**src/rtl/toggle_rx_pkg.sv**
```systemverilog
// toggle_rx_pkg: shared types and constants for the toggle-line event receiver.
//   state_e   - occupancy state of the pending-event counter
//   DEF_CNT_W - default counter width
//   cnt_max   - saturation value for a counter of a given width
package toggle_rx_pkg;

    localparam int unsigned DEF_CNT_W = 4;

    typedef enum logic [1:0] {
        EMPTY,  // count == 0
        AVAIL,  // 0 < count < max
        FULL    // count == max
    } state_e;

    function automatic int unsigned cnt_max(input int unsigned w);
        return (32'd1 << w) - 32'd1;
    endfunction

endpackage

```
**src/rtl/toggle_event_rx_if.sv**
```systemverilog
// toggle_event_rx_if: toggle line, enable and VALID/ACK handshake of the receiver.
//   enable - queue detected toggles when 1, discard them when 0
//   t_in   - toggle line from the transmitting T flip-flop
//   ack    - consumer takes one event (only while valid)
//   valid  - at least one event pending
//   count  - number of pending events
//   ovf    - sticky: an event was lost at saturation
// Modports: master = transmitter/consumer side, slave = receiver.
interface toggle_event_rx_if #(
    parameter int unsigned CNT_W = toggle_rx_pkg::DEF_CNT_W
);
    logic             enable;
    logic             t_in;
    logic             ack;
    logic             valid;
    logic [CNT_W-1:0] count;
    logic             ovf;

    modport master (output enable, output t_in, output ack,
                    input valid, input count, input ovf);
    modport slave  (input enable, input t_in, input ack,
                    output valid, output count, output ovf);
endinterface

```
**src/rtl/toggle_sync.sv**
```systemverilog
// toggle_sync: samples the toggle line and emits a one-cycle pulse per level change.
//   clk, rst - clock, asynchronous active-high reset
//   enable   - gates the pulse; toggles seen while 0 are dropped for good
//   t_in     - toggle line
//   tog      - one-cycle pulse per detected level change
// Build option: TOGGLE_RX_SYNC_EN selects a 2-flop synchronizer (asynchronous
// transmitter); otherwise a single sample register is used (same-clock transmitter).
module toggle_sync (
    input  logic clk,
    input  logic rst,
    input  logic enable,
    input  logic t_in,
    output logic tog
);
    logic s;
    logic t_q;
    logic armed;

`ifdef TOGGLE_RX_SYNC_EN
    logic sync1;

    // On the arming edge every stage loads the current line level, so a line
    // that is already high at reset release does not look like a toggle.
    always_ff @(posedge clk or posedge rst) begin
        if (rst) begin
            sync1 <= 1'b0;
            s     <= 1'b0;
            t_q   <= 1'b0;
            armed <= 1'b0;
        end else if (!armed) begin
            sync1 <= t_in;
            s     <= t_in;
            t_q   <= t_in;
            armed <= 1'b1;
        end else begin
            sync1 <= t_in;
            s     <= sync1;
            t_q   <= s;
        end
    end
`else
    // Same arming preload as the synchronized build, with one sample stage.
    always_ff @(posedge clk or posedge rst) begin
        if (rst) begin
            s     <= 1'b0;
            t_q   <= 1'b0;
            armed <= 1'b0;
        end else if (!armed) begin
            s     <= t_in;
            t_q   <= t_in;
            armed <= 1'b1;
        end else begin
            s     <= t_in;
            t_q   <= s;
        end
    end
`endif

    assign tog = armed & enable & (s ^ t_q);

endmodule

```
**src/rtl/toggle_event_rx.sv**
```systemverilog
// toggle_event_rx: turns level changes on a toggle line into queued events and
// hands them to a consumer over a VALID/ACK handshake.
//   clk, rst - clock, asynchronous active-high reset
//   bus      - toggle_event_rx_if.slave (enable, t_in, ack in; valid, count, ovf out)
// Build option: TOGGLE_RX_SYNC_EN (see toggle_sync) adds one cycle of latency.
// CNT_W must be at least 2 so that EMPTY, AVAIL and FULL are distinct counts.
module toggle_event_rx
    import toggle_rx_pkg::*;
#(
    parameter int unsigned CNT_W = DEF_CNT_W
) (
    input logic              clk,
    input logic              rst,
    toggle_event_rx_if.slave bus
);
    localparam logic [CNT_W-1:0] MAX = CNT_W'(cnt_max(CNT_W));

    logic             tog;
    logic             take;
    state_e           state;
    logic [CNT_W-1:0] count_q;
    logic             valid_q;
    logic             ovf_q;

    toggle_sync u_sync (
        .clk    (clk),
        .rst    (rst),
        .enable (bus.enable),
        .t_in   (bus.t_in),
        .tog    (tog)
    );

    assign take = valid_q & bus.ack;

    // A simultaneous toggle and take cancel out in every state, so FULL never
    // flags an overflow when the consumer frees a slot in the same cycle.
    always_ff @(posedge clk or posedge rst) begin
        if (rst) begin
            state   <= EMPTY;
            count_q <= '0;
            valid_q <= 1'b0;
            ovf_q   <= 1'b0;
        end else begin
            case (state)
                EMPTY: begin
                    if (tog) begin
                        count_q <= count_q + 1'b1;
                        valid_q <= 1'b1;
                        state   <= AVAIL;
                    end
                end
                AVAIL: begin
                    if (tog && !take) begin
                        count_q <= count_q + 1'b1;
                        if (count_q == MAX - 1'b1) begin
                            state <= FULL;
                        end
                    end else if (take && !tog) begin
                        count_q <= count_q - 1'b1;
                        if (count_q == CNT_W'(1)) begin
                            valid_q <= 1'b0;
                            state   <= EMPTY;
                        end
                    end
                end
                FULL: begin
                    if (take && !tog) begin
                        count_q <= count_q - 1'b1;
                        state   <= AVAIL;
                    end else if (tog && !take) begin
                        ovf_q <= 1'b1;
                    end
                end
                default: begin
                    state   <= EMPTY;
                    count_q <= '0;
                    valid_q <= 1'b0;
                end
            endcase
        end
    end

    assign bus.valid = valid_q;
    assign bus.count = count_q;
    assign bus.ovf   = ovf_q;

endmodule

```
**src/flat_wrapper.sv**
```systemverilog
// flat-port wrapper written by rule: the top's interface ports become plain ports
module toggle_event_rx_flat import toggle_rx_pkg::*;
#(
    parameter int unsigned CNT_W = DEF_CNT_W
)
  (clk, rst, bus_enable, bus_t_in, bus_ack, bus_valid, bus_count, bus_ovf);
  toggle_event_rx_if #(.CNT_W(CNT_W)) bus_i ();
  input logic clk;
  input logic rst;
  input wire logic [$bits(bus_i.enable)-1:0] bus_enable;
  input wire logic [$bits(bus_i.t_in)-1:0] bus_t_in;
  input wire logic [$bits(bus_i.ack)-1:0] bus_ack;
  output wire logic [$bits(bus_i.valid)-1:0] bus_valid;
  output wire logic [$bits(bus_i.count)-1:0] bus_count;
  output wire logic [$bits(bus_i.ovf)-1:0] bus_ovf;
  assign bus_i.enable = bus_enable;
  assign bus_i.t_in = bus_t_in;
  assign bus_i.ack = bus_ack;
  assign bus_valid = bus_i.valid;
  assign bus_count = bus_i.count;
  assign bus_ovf = bus_i.ovf;
  toggle_event_rx #(.CNT_W(CNT_W)) u_core (.clk(clk), .rst(rst), .bus(bus_i));
endmodule
```
**config.mk**
```make
export PLATFORM = sky130hd
export DESIGN_NAME = toggle_event_rx_flat
export DESIGN_NICKNAME = d
export VERILOG_FILES = /design/src/rtl/toggle_rx_pkg.sv /design/src/rtl/toggle_event_rx_if.sv /design/src/rtl/toggle_sync.sv /design/src/rtl/toggle_event_rx.sv /design/src/flat_wrapper.sv
export SDC_FILE = /design/constraint.sdc
export NUM_CORES = 1
export LEC_CHECK = 0
export CAP_MARGIN = 0
export CORE_UTILIZATION = 57
export DETAILED_ROUTE_END_ITERATION = 7
export MAX_ROUTING_LAYER = met4
export PLACE_DENSITY = 0.82
export RECOVER_POWER = 100
export SLEW_MARGIN = 25
export SYNTH_ARGS = -nofsm -noshare
export SYNTH_HDL_FRONTEND = slang
export SYNTH_SLANG_ARGS = --single-unit
```
**constraint.sdc**
```tcl
create_clock -name clk -period 3.85 [get_ports clk]
set_input_delay 0.77 -clock clk [delete_from_list [all_inputs] [get_ports clk]]
set_output_delay 0.77 -clock clk [all_outputs]
set_load 0.005 [all_outputs]
```
==> results of run 1 <==
-- per-stage QoR --
step	instance area (um2)	std cells
after floorplan	851	101
after global placement	941	119
after detailed placement	941	119
after CTS	967	123
after global routing	966	123
final	966	123
-- cell families (layout without fill, tap and decap cells) --
family / Yosys count / in the layout
and+or+nand+nor: 37 / 37
AOI/OAI and AO/OA: 28 / 28
buffers and inverters: 13 / 20
DFF: 11 / 11
adders and majority gates: 6 / 6
xor gates and xnor gates: 4 / 4
other: 1 / 1
muxes: 1 / 1
-- worst register-to-register path: stages (launching register included) --
cell and delay (ns):
dfrtp_1 0.60, inv_1 0.18, ha_1 0.26, nand4_1 0.11
a21oi_2 0.04, maj3_2 0.32, o31ai_1 0.19
-- synth_stat cells, types with 2 or more instances --
cell / instances / area share, %
nand3_1: 6 / 3.5
a21oi_1: 7 / 4.1
o21ai_0: 2 / 1.2
dfrtp_1: 11 / 32
o211ai_1: 3 / 2.6
clkbuf_1: 5 / 2.2
nand4_1: 3 / 2.2
o32ai_1: 2 / 2.1
and2_1: 2 / 1.5
nor2_1: 3 / 1.3
nand2b_1: 2 / 1.5
maj3_2: 2 / 2.6
buf_2: 2 / 1.2
inv_1: 6 / 2.6
o31ai_1: 3 / 2.6
ha_1: 4 / 5.9
nand2_1: 10 / 4.4
a31oi_1: 2 / 1.5
nor3_1: 6 / 3.5
o2111ai_1: 2 / 2.1
-- cell type report --
cell class / instances / area, um2
multi-input combinational: 77 / 523
tap: 15 / 18.8
fill: 107 / 384
inverter: 6 / 22.5
sequential: 11 / 275
clock buffer: 4 / 26.3
timing repair buffer: 10 / 100
-- metal layers --
| layer | global-route usage (%) | part of all wire [%] |
|---|---|---|
| met4 | 14.2 | 1.7 |
| met2 | 46.4 | 47 |
| met5 | - | 0 |
| met1 | 40.5 | 43 |
| met3 | 8.15 | 8.5 |
-- registers in the layout (all words and copies together), names as in the netlist --
register / cells
u_core.bus.count: 4
u_core.state: 2
u_core.bus.ovf: 1
u_core.bus.valid: 1
u_core.u_sync.armed: 1
u_core.u_sync.s: 1
u_core.u_sync.t_q: 1
-- power by group through the flow --
| stage | Combinational, mW | Sequential, mW | Clock (mW) |
|---|---|---|---|
| 3_3_place_gp | 0.0703 | 0.140 | 0 |
| 2_1_floorplan | 0.0544 | 0.130 | 0 |
| 6_report | 0.0698 | 0.139 | 0.0801 |
| 4_1_cts | 0.0705 | 0.139 | 0.0829 |
| 3_5_place_dp | 0.0694 | 0.141 | 0 |
| 5_1_grt | 0.0771 | 0.140 | 0.0898 |
-- path summary, 6_finish.rpt --
path	depth (start not counted)	start	slack, ns	end
worst max-delay path	1	u_core.bus.count[0]	1.58	bus_count[0]
worst min-delay path	1	u_core.bus.ovf	0.48	u_core.bus.ovf
worst max register to register	6	u_core.bus.count[0]	2.06	u_core.bus.count[2]
worst min register to register	1	u_core.bus.ovf	0.48	u_core.bus.ovf
max in group asynchronous	2	rst	2.62	u_core.bus.ovf
min in group asynchronous	2	rst	0.92	u_core.bus.count[2]
==> impl_metrics.tcl, run 1 <==
set metrics [dict create \
    core_mm2 0.00135 \
    min_period_over_period_pct 59.0 \
    post-place-ws_ns 1.45 \
    ys.flop_type "dfrtp_1" \
    cts_buffer_depth 2 \
    path_cells "dlygate4sd3_1" \
    drc 0 \
    clkPwrFrac_pct 27.7 \
    synthMuxAreaShare_pct 1.32 \
    power_switching_uw 96.6 \
    hp-class "flop to flop" \
    cts_root_buf "clkbuf_4" \
    vias_per_cell 6.60 \
    hold_viol_final 0 \
    p_int_uw 192 \
    diodes 0 \
    grt_pass1_wl_um 3220 \
    tightest_slew_ns 0.527 \
    grt-ovfl-total 0 \
    num_vias 812 \
    synthSimpleGateAreaFrac_pct 22.8 \
    firstDrtPassIters 4 \
    post_cts_buffers 0 \
    synthXorXnorAreaFrac_pct 5.88 \
    cts_resized 0 \
    path_class "flop to output pin" \
    floorplan.die_area_mm2 0.00165 \
    total_power_uw 289 \
    cp-start-kind "flop" \
    fin_crit_ns 2.27 \
    crit_family "buffers and inverters" \
    critPathCaptureType "output pin" \
    num_io_pins 11 \
    start_util_pct 63.0 \
    crit_arrival_ns 1.50 \
    fin_nets 118 \
    synth_nets 110 \
    irDropWorstVdd_uv 211 \
    slew_headroom_pct 64.0 \
    place.gp.congestion 1.00 \
    drive_above_1_share_pct 8.33 \
    worstPathMaxFanout 12 \
    portBuffers 10 \
    p_seq_share_pct 48.2 \
    p_per_area_mw_per_mm2 299 \
    whs_ns 0.480 \
    clock-sinks 11 \
    final_cell_mix "dfrtp_1, nand2_1, dlygate4sd3_1" \
    final_common_cell "dfrtp_1" \
    critPathBufInv 1 \
    fin_util_pct 71.5 \
    synth_cell_types 38 \
    drtAntennaViolNets 0 \
    first_iter_violations 41 \
    synth_top_family_by_area "simple AND/OR/NAND/NOR gates" \
    grt_max_degree 15 \
    crit_slowest_cell "dlygate4sd3_1" \
    area_delta_synth_final_pct 13.5 \
    setup_viol 0 \
    finalMaxSlewViolations 0 \
    synthCells 101 \
    clk_latency_ns 0.27 \
    first_global_vias 701 \
    cts_hold_buf 0 \
    status "complete, no violations" \
    critPathMaxStageDelay_ns 0.63 \
    row_count 13 \
    numCtsBuffers 3 \
    max_freq_ghz 0.441 \
    synth-edff-count 0 \
    synth-seq-cells 11 \
    ys_seq_area_share_pct 32.4 \
    synth_adder_area_share_pct 8.53 \
    tns_ns 0 \
    cts_tree "done" \
    routedWlPerCell_um 16.9 \
    die_w_um 40.6 \
    synth-compound-area-share_pct 22.6 \
    skew_ns 0.00561 \
    dp_hpwl_um 1470 \
    async_flop_share_pct 100 \
    syn-cell-area_um2 851 \
    synth.avg_cell_area_um2 8.42 \
    dieHeight_um 40.6 \
    maxCapViolCount 0 \
    required_ns 3.08 \
    h-tree-depth 1 \
    rsz0062_at_grt "no" \
    path_clk_slew_ns 0.07 \
    leakage_nw 0.393 \
    grt_antenna_before_repair 0 \
    worst_slack_ns 1.58 \
    combPwrFrac_pct 24.1 \
    groute.usage.overall_pct 31.5 \
    routed_wl_um 2080 \
    sw_frac_of_total_pct 33.4 \
    yosys_warnings 0 \
]
(Power assumes the default switching activity.)
==> inputs of run 2 (changes only) <==
CORE_UTILIZATION = 53   (was 57)
PLACE_DENSITY = 0.77   (was 0.82)
clock period = 2.3 ns   (was 3.85 ns; I/O delays follow)
==> impl_metrics.tcl, run 2 (synthesis results as in run 1) <==
set metrics [dict create \
    status "complete, no violations" \
    firstDrtPassIters 4 \
    path_clk_slew_ns 0.07 \
    grt_max_degree 15 \
    cts_tree "done" \
    core_mm2 0.00151 \
    floorplan.die_area_mm2 0.00177 \
    cts_root_buf "clkbuf_4" \
    drc 0 \
    setup_viol 0 \
    routedWlPerCell_um 16.3 \
    cts_resized 0 \
    worst_slack_ns 0.359 \
    leakage_nw 0.398 \
    min_period_over_period_pct 84.4 \
    grt-ovfl-total 0 \
    first_global_vias 755 \
    die_w_um 42.1 \
    num_vias 838 \
    grt_antenna_before_repair 0 \
    fill_cells 137 \
    portBuffers 10 \
    drive_above_1_share_pct 9.17 \
    cts_buffer_depth 2 \
    largest_reg_flops 4 \
    hp-class "flop to flop" \
    cp-start-kind "primary input" \
    crit_arrival_ns 2.14 \
    required_ns 2.50 \
    groute.usage.overall_pct 26.0 \
    clock-sinks 11 \
    max_freq_ghz 0.515 \
    maxCapViolCount 0 \
    rsz0062_at_grt "no" \
    routed_wl_um 2040 \
    fin_nets 119 \
    clk_latency_ns 0.28 \
    dp_hpwl_um 1430 \
    finalMaxSlewViolations 0 \
    area_delta_synth_final_pct 14.6 \
    start_util_pct 56.5 \
    diodes 0 \
    tns_ns 0 \
    p_per_area_mw_per_mm2 510 \
    final_common_cell "dfrtp_1" \
    post_cts_buffers 0 \
    place.gp.congestion 0.952 \
    num_io_pins 11 \
    cts_hold_buf 0 \
    first_iter_violations 52 \
    grt_pass1_wl_um 3370 \
    dieHeight_um 42.1 \
    fin_crit_ns 1.94 \
    regArea_um2 275 \
    irDropWorstVdd_uv 373 \
    numCtsBuffers 3 \
    path_class "primary input to flop" \
    hold_viol_final 0 \
    critPathCaptureType "flop" \
    multiInputGateArea_um2 523 \
    row_count 14 \
    vias_per_cell 6.70 \
    fin_util_pct 64.7 \
    worstPathMaxFanout 8 \
    drtAntennaViolNets 0 \
    post-place-ws_ns 0.198 \
    skew_ns 0.00195 \
    h-tree-depth 1 \
    final_cell_mix "dfrtp_1, nand2_1, dlygate4sd3_1" \
]
-- run 2: changes by cell type in the layout (fill, tap and decap cells not counted) --
| cell | change |
|---|---|
| buf_4 | +1 |
-- run 2: final timing paths --
kind                                 start             endpoint  slack, ns  cells after the start
max in group asynchronous              rst     u_core.bus.valid       1.40                      2
hold reg to reg             u_core.bus.ovf       u_core.bus.ovf       0.48                      1
hold / removal              u_core.bus.ovf       u_core.bus.ovf       0.48                      1
setup reg to reg           u_core.u_sync.s  u_core.bus.count[1]       0.62                      4
min in group asynchronous              rst  u_core.bus.count[2]       0.61                      2
setup / recovery                bus_enable  u_core.bus.count[1]       0.36                      5
-- run 2: report_power, final --
group | leakage [nW] | switching, mW | internal (mW)
Clock | 0.0150 | 0.0699 | 0.0673
Combinational | 0.250 | 0.0800 | 0.0608
Sequential | 0.133 | 0.0160 | 0.203
Total | 0.398 | 0.166 | 0.331
-- run 2: area by class of cell --
cell class / count / share of cell area (%)
multi-input cells: 77 / 53.7
flip-flops and latches: 11 / 28.2
repair buffers: 11 / 11.0
clock buffers: 4 / 2.70
inverters: 6 / 2.31
well taps: 16 / 2.05
-- run 2: stage by stage --
stage | area [um2] | instances | power, mW | hold WS (ns)
2_1_floorplan | 851 | 101 | 0.309 | 0.312
3_3_place_gp | 950 | 121 | 0.363 | 0.465
3_5_place_dp | 950 | 121 | 0.364 | 0.469
4_1_cts | 976 | 125 | 0.501 | 0.488
5_1_grt | 975 | 125 | 0.523 | 0.490
6_report | 975 | 125 | 0.497 | 0.476
-- run 2: critical path: stages --
cell	delay, ns
dlygate4sd3_1	0.54
and2_0	0.41
nand2_1	0.21
maj3_1	0.38
o21ai_1	0.15
-- run 2: routing by layer --
layer  up-vias  share of wire [%]  GRT usage (%)
li1        385                  -              -
met1       389                 42           34.7
met2        58                 47           39.4
met3         6                9.5           3.88
met4         0                1.0           11.9
met5         -                  0              -
